<file path="src/rtl/mips_pkg.sv">
// Shared constants and types for the MIPS datapath blocks.
//   DATA_W   : register / ALU operand width
//   ADDR_W   : register index width
//   NUM_REGS : number of architectural registers
//   REG_ZERO : index of the hardwired-zero register ($zero)
//   REG_RA   : index of the return-address register ($ra)
//   reg_idx_t: register index type
package mips_pkg;

  localparam int DATA_W   = 32;
  localparam int ADDR_W   = 5;
  localparam int NUM_REGS = 2 ** ADDR_W;

  localparam logic [ADDR_W-1:0] REG_ZERO = 5'd0;
  localparam logic [ADDR_W-1:0] REG_RA   = 5'd31;

  typedef logic [ADDR_W-1:0] reg_idx_t;

endpackage

</file>
<file path="src/rtl/reg_bank_rd_port.sv">
// One combinational read port of the register file.
// Forces index 0 to zero, optionally forwards the write port's data when the
// write targets the register being read, otherwise returns the stored value.
// Ports:
//   reset_n     in  active-low reset; while low the port reads 0 and never forwards
//   rd_addr     in  register index being read
//   stored_data in  committed value of regs[rd_addr]
//   reg_write   in  write enable of the write port
//   write_reg   in  write index of the write port
//   write_data  in  write data of the write port
//   rd_data     out resulting read data
module reg_bank_rd_port
  import mips_pkg::*;
#(
  parameter int DATA_W = mips_pkg::DATA_W,
  parameter int ADDR_W = mips_pkg::ADDR_W,
  parameter int BYPASS = 1
) (
  input  logic              reset_n,
  input  logic [ADDR_W-1:0] rd_addr,
  input  logic [DATA_W-1:0] stored_data,
  input  logic              reg_write,
  input  logic [ADDR_W-1:0] write_reg,
  input  logic [DATA_W-1:0] write_data,
  output logic [DATA_W-1:0] rd_data
);

  localparam logic [ADDR_W-1:0] ZERO_IDX = ADDR_W'(REG_ZERO);

  logic fwd_hit;

  always_comb begin
    fwd_hit = 1'b0;
    rd_data = stored_data;
    // A non-zero rd_addr that matches write_reg implies write_reg is non-zero too.
    if (BYPASS != 0) begin
      fwd_hit = reg_write && (write_reg == rd_addr);
    end
    if (!reset_n || (rd_addr == ZERO_IDX)) begin
      rd_data = '0;
    end else if (fwd_hit) begin
      rd_data = write_data;
    end
  end

endmodule

</file>
<file path="src/rtl/reg_bank.sv">
// MIPS general-purpose register file feeding the ALU operands.
// Two combinational read ports (optional same-cycle write forwarding), one
// synchronous write port, and a debug read port that shows committed state.
// Register 0 is not stored and always reads 0.
// Ports:
//   clk        in  rising-edge clock
//   reset_n    in  asynchronous active-low reset, clears every register
//   read_reg1  in  read port 1 index (rs)
//   read_reg2  in  read port 2 index (rt)
//   read_data1 out read port 1 data -> ALU input1
//   read_data2 out read port 2 data -> ALU input2 / store data
//   reg_write  in  write enable
//   write_reg  in  write index
//   write_data in  write data
//   dbg_addr   in  debug read index
//   dbg_data   out debug read data (committed value, never forwarded)
module reg_bank
  import mips_pkg::*;
#(
  parameter int DATA_W = mips_pkg::DATA_W,
  parameter int ADDR_W = mips_pkg::ADDR_W,
  parameter int BYPASS = 1
) (
  input  logic              clk,
  input  logic              reset_n,
  input  logic [ADDR_W-1:0] read_reg1,
  input  logic [ADDR_W-1:0] read_reg2,
  output logic [DATA_W-1:0] read_data1,
  output logic [DATA_W-1:0] read_data2,
  input  logic              reg_write,
  input  logic [ADDR_W-1:0] write_reg,
  input  logic [DATA_W-1:0] write_data,
  input  logic [ADDR_W-1:0] dbg_addr,
  output logic [DATA_W-1:0] dbg_data
);

  localparam int REG_COUNT = 2 ** ADDR_W;

  // Every entry is driven by exactly one continuous assignment below.
  logic [DATA_W-1:0] regs [REG_COUNT];

  genvar gi;
  generate
    for (gi = 0; gi < REG_COUNT; gi++) begin : g_reg
      if (gi == 0) begin : g_zero
        assign regs[gi] = '0;
      end else begin : g_store
        logic [DATA_W-1:0] q_reg;

        // Async clear keeps every location defined; write_reg==0 never
        // matches here, so writes to $zero fall away naturally.
        always_ff @(posedge clk or negedge reset_n) begin
          if (!reset_n) begin
            q_reg <= '0;
          end else if (reg_write && (write_reg == ADDR_W'(gi))) begin
            q_reg <= write_data;
          end
        end

        assign regs[gi] = q_reg;
      end
    end
  endgenerate

  reg_bank_rd_port #(
    .DATA_W (DATA_W),
    .ADDR_W (ADDR_W),
    .BYPASS (BYPASS)
  ) u_rd_port1 (
    .reset_n     (reset_n),
    .rd_addr     (read_reg1),
    .stored_data (regs[read_reg1]),
    .reg_write   (reg_write),
    .write_reg   (write_reg),
    .write_data  (write_data),
    .rd_data     (read_data1)
  );

  reg_bank_rd_port #(
    .DATA_W (DATA_W),
    .ADDR_W (ADDR_W),
    .BYPASS (BYPASS)
  ) u_rd_port2 (
    .reset_n     (reset_n),
    .rd_addr     (read_reg2),
    .stored_data (regs[read_reg2]),
    .reg_write   (reg_write),
    .write_reg   (write_reg),
    .write_data  (write_data),
    .rd_data     (read_data2)
  );

  // Storage is already cleared during reset, so no extra gating is needed.
  assign dbg_data = regs[dbg_addr];

endmodule

</file>
<file path="config.mk">
export PLATFORM = sky130hd
export DESIGN_NAME = reg_bank
export DESIGN_NICKNAME = d
export VERILOG_FILES = /design/src/rtl/mips_pkg.sv /design/src/rtl/reg_bank_rd_port.sv /design/src/rtl/reg_bank.sv
export SDC_FILE = /design/constraint.sdc
export NUM_CORES = 2
export LEC_CHECK = 0
export CAP_MARGIN = 20
export CORE_ASPECT_RATIO = 0.5
export CORE_MARGIN = 5
export CORE_UTILIZATION = 25
export CTS_CLUSTER_DIAMETER = 60
export DETAILED_ROUTE_END_ITERATION = 10
export HOLD_SLACK_MARGIN = 0.12
export PLACE_DENSITY_LB_ADDON = 0.1
export SYNTH_ARGS = -nofsm -noshare
export SYNTH_HDL_FRONTEND = slang
export SYNTH_SLANG_ARGS = --single-unit
</file>
<file path="constraint.sdc">
create_clock -name clk -period 5.54 [get_ports clk]
set_input_delay 1.385 -clock clk [delete_from_list [all_inputs] [get_ports clk]]
set_output_delay 1.385 -clock clk [all_outputs]
set_load 0.01 [all_outputs]
</file>
==> results.md <==
* Design Area, Final at 0.0752 sq mm
* Initial DRC count at 4703
* Fraction of registers with async set or reset after synthesis at 100%
* Post-Syn Area at 0.0616 sq mm
* Synth top area share at 40.3%
* CTS tree: yes
* Clock Skews at 0 ps
* Vias at 44900
* PwrDens at 342 mW/mm^2
* Worst Tran Pin Value at 1130 ps
* CTS root buf: clkbuf_16
* Core area at 0.244 sq mm
* Drt wl/cell at 37.9 um
* Number of setup violations in the final report at 0
* Rows at 128
* Fin. max-slew vios at 0
* Most instantiated cells after synthesis: mux2_2 (1128), dfrtp_1 (992), mux4_2 (691)
* Maximum fanout along the worst path at 27
* Area added between synthesis and finish at 22.0%
* Hold crit path type: in -> async
* Post-Syn Instances at 4236
* Routed WL at 299000 um
* Pin count of the biggest net entering global routing at 163
* Post-Syn Nets at 4291
* Setup crit end kind: output port
* Startpoint Class: input port
* Initial antenna violation count at 20
* Clock sinks at 992
* Max_cap viols at 0
* First-pass GRT wire length at 413000 um
* Ranking of synthesized cells by area: dfrtp_1 (40%), mux4_2 (25%), mux2_2 (21%)
* DIE AREA at 0.257 sq mm
* I/O pin cnt at 151
* Initial Util at 25.2%
* Simple-Gate Fraction of Synth Area at 3.25%
* Tmin final at 5480 ps
* Number of global-route vias before repair at 46200
* 1st-pass router iterations at 7
* Status: finished clean
* Adder-cell share of the synthesized area at 0%
* # DRC at 0
* Register bit total from synthesis at 992
* Distinct cells, synth at 53
* XOR/XNOR share of the synthesized area at 0.142%
* Final worst path period share at 98.9%
* Placement Cell Area at 0.0706 sq mm
* Largest family of logic cells by synthesized area: multiplexers
* H-tree levels at 3
* Top-count cell post-synth: mux2_2
* Grt ovf at 0
* Post-synth top flop: dfrtp_1
* LEAKAGE at 30.9 nW
* Crit path required time at 4160 ps
* Maximum VDD drop at 0.244 mV
* CTS max path bufs at 3
* Cell taking the most area after synthesis: dfrtp_1
* Number of enable flip-flop cells after synthesis at 0
* Headroom to the max-slew limit at 24.5%
* DP HPWL at 198000 um
* Core Util, Final at 30.8%
* Share of cells above drive strength 1 at 56.7%
* Max Clock Freq at 183 MHz
* Post-synthesis sequential area ratio at 40.3%
* Count of hold-fix buffers inserted at cts at 0
* Final Wtd Congestion at 0.833
* Die W at 712 um
* Mux cell area share after synthesis at 48.2%
* Gr usage total at 22.8%
* Mean Syn Cell Area at 14.5 sq um
* Antenna viol nets, final at 0
* RSZ-0062 raised after global routing: no
* I/O Buffers at 150
* Clk slew on worst S/H paths at 60 ps
* Critical Path AT at 4090 ps
* CTS Buf Count at 121
* Compound-Gate Fraction of Synth Area at 4.49%
* Final #Nets at 4586
* Die Span Y at 361 um
* Max reg flops at 992
* Final hold viol count at 0
* Routed vias/inst at 5.69
* Ys Warns at 0
* Critical path type: in -> out
* Later-pin clock latency in the skew report at 750 ps
==> metal layers <==
metal,vias to the layer above,wire length (um),part of all wire [%],track usage (%)
met2,1841,135000,45,35.5
li1,17600,-,-,-
met5,-,0,0,0
met3,396,18500,6.2,3.40
met1,25100,136000,45,33.0
met4,0,10000,3.3,6.71
==> power breakdown <==
group / internal [W] / total, W / leakage, nW / switching (W)
combinational: 0.00392 / 0.00675 / 16.1 / 0.00282
sequential: 0.00867 / 0.0101 / 12.7 / 0.00146
clock: 0.00535 / 0.00887 / 2.14 / 0.00352
total: 0.0179 / 0.0257 / 30.9 / 0.00780
==> worst max-delay path: stages <==
cell             delay [ps]
buf_12                  280
buf_12                  280
buf_12                  210
mux4_2                  200
o22ai_1                 110
or4_1                   570
a31oi_4                 300
buf_4                   160
clkdlybuf4s50_1         520
==> area by class of cell <==
class / instances / area, sq um
diodes: 11 / 27.5
clock buffers: 170 / 3490
well taps: 3250 / 4070
fillers: 24100 / 169000
repair buffers: 656 / 6950
inverters: 3 / 11.3
flip-flops and latches: 992 / 24800
multi-input cells: 2757 / 34900
clock inverters: 50 / 856
==> placed cells by master (no fill, tap or decap), types with 17 or more instances in the layout <==
master           Yosys  final
bufinv_16            0     21
clkinv_2             0     17
clkbuf_8             0     26
or4_1               17     17
buf_4               46    385
nand2_1            130    119
mux2_2            1128   1128
clkbuf_1           223     22
nand3_1             21     21
clkbuf_16            0    122
buf_12               0    130
nor3_1              33     27
a22oi_1             61     61
nor2_1             134    120
o22ai_1             75     74
clkdlybuf4s50_1      0    118
mux4_2             691    691
o311ai_0            20     18
nor2b_1             24     18
dfrtp_1            992    992
a221oi_1            50     49
a22o_1              38     38
mux2i_1            135    135
==> per-stage QoR <==
stage          instances  TNS (ps)  hold WS, ps  worst slack [ps]  power [W]
6_report            7889         0          471              61.0     0.0257
5_1_grt             7878         0          425              1.11     0.0268
4_1_cts             7878         0          403              5.08     0.0260
3_5_place_dp        7653     -3180          533              -475     0.0170
3_3_place_gp        7651     -4480          524              -743     0.0168
2_1_floorplan       4236         0          494               798     0.0141
==> final timing paths <==
| check | from | end | slack (ps) | depth (start not counted) |
|---|---|---|---|---|
| max in group asynchronous | reset_n | g_reg[11].g_store.q_reg[24]$_DFFE_PN0P_ | 1990 | 5 |
| max reg2reg | g_reg[1].g_store.q_reg[0]$_DFFE_PN0P_ | g_reg[1].g_store.q_reg[0]$_DFFE_PN0P_ | 4710 | 1 |
| min in group clk | g_reg[10].g_store.q_reg[26]$_DFFE_PN0P_ | g_reg[10].g_store.q_reg[26]$_DFFE_PN0P_ | 540 | 1 |
| min reg2reg | g_reg[10].g_store.q_reg[26]$_DFFE_PN0P_ | g_reg[10].g_store.q_reg[26]$_DFFE_PN0P_ | 540 | 1 |
| min | reset_n | g_reg[25].g_store.q_reg[6]$_DFFE_PN0P_ | 470 | 1 |
| max | read_reg1[1] | read_data1[17] | 60 | 9 |
==> cells by family after synthesis <==
family	Yosys count
multiplexers	1958
flip-flops	992
buffers and inverters	487
AND/OR/NAND/NOR	431
AO/OA/AOI/OAI	358
XOR/XNOR	10
==> timing repair <==
action	in CTS	in global routing
resized for setup	31	9
endpoints found under the setup margin	19	13
pin swaps	4	3
buffers inserted	5	0
Note: power is estimated with default switching activity, not from simulation.
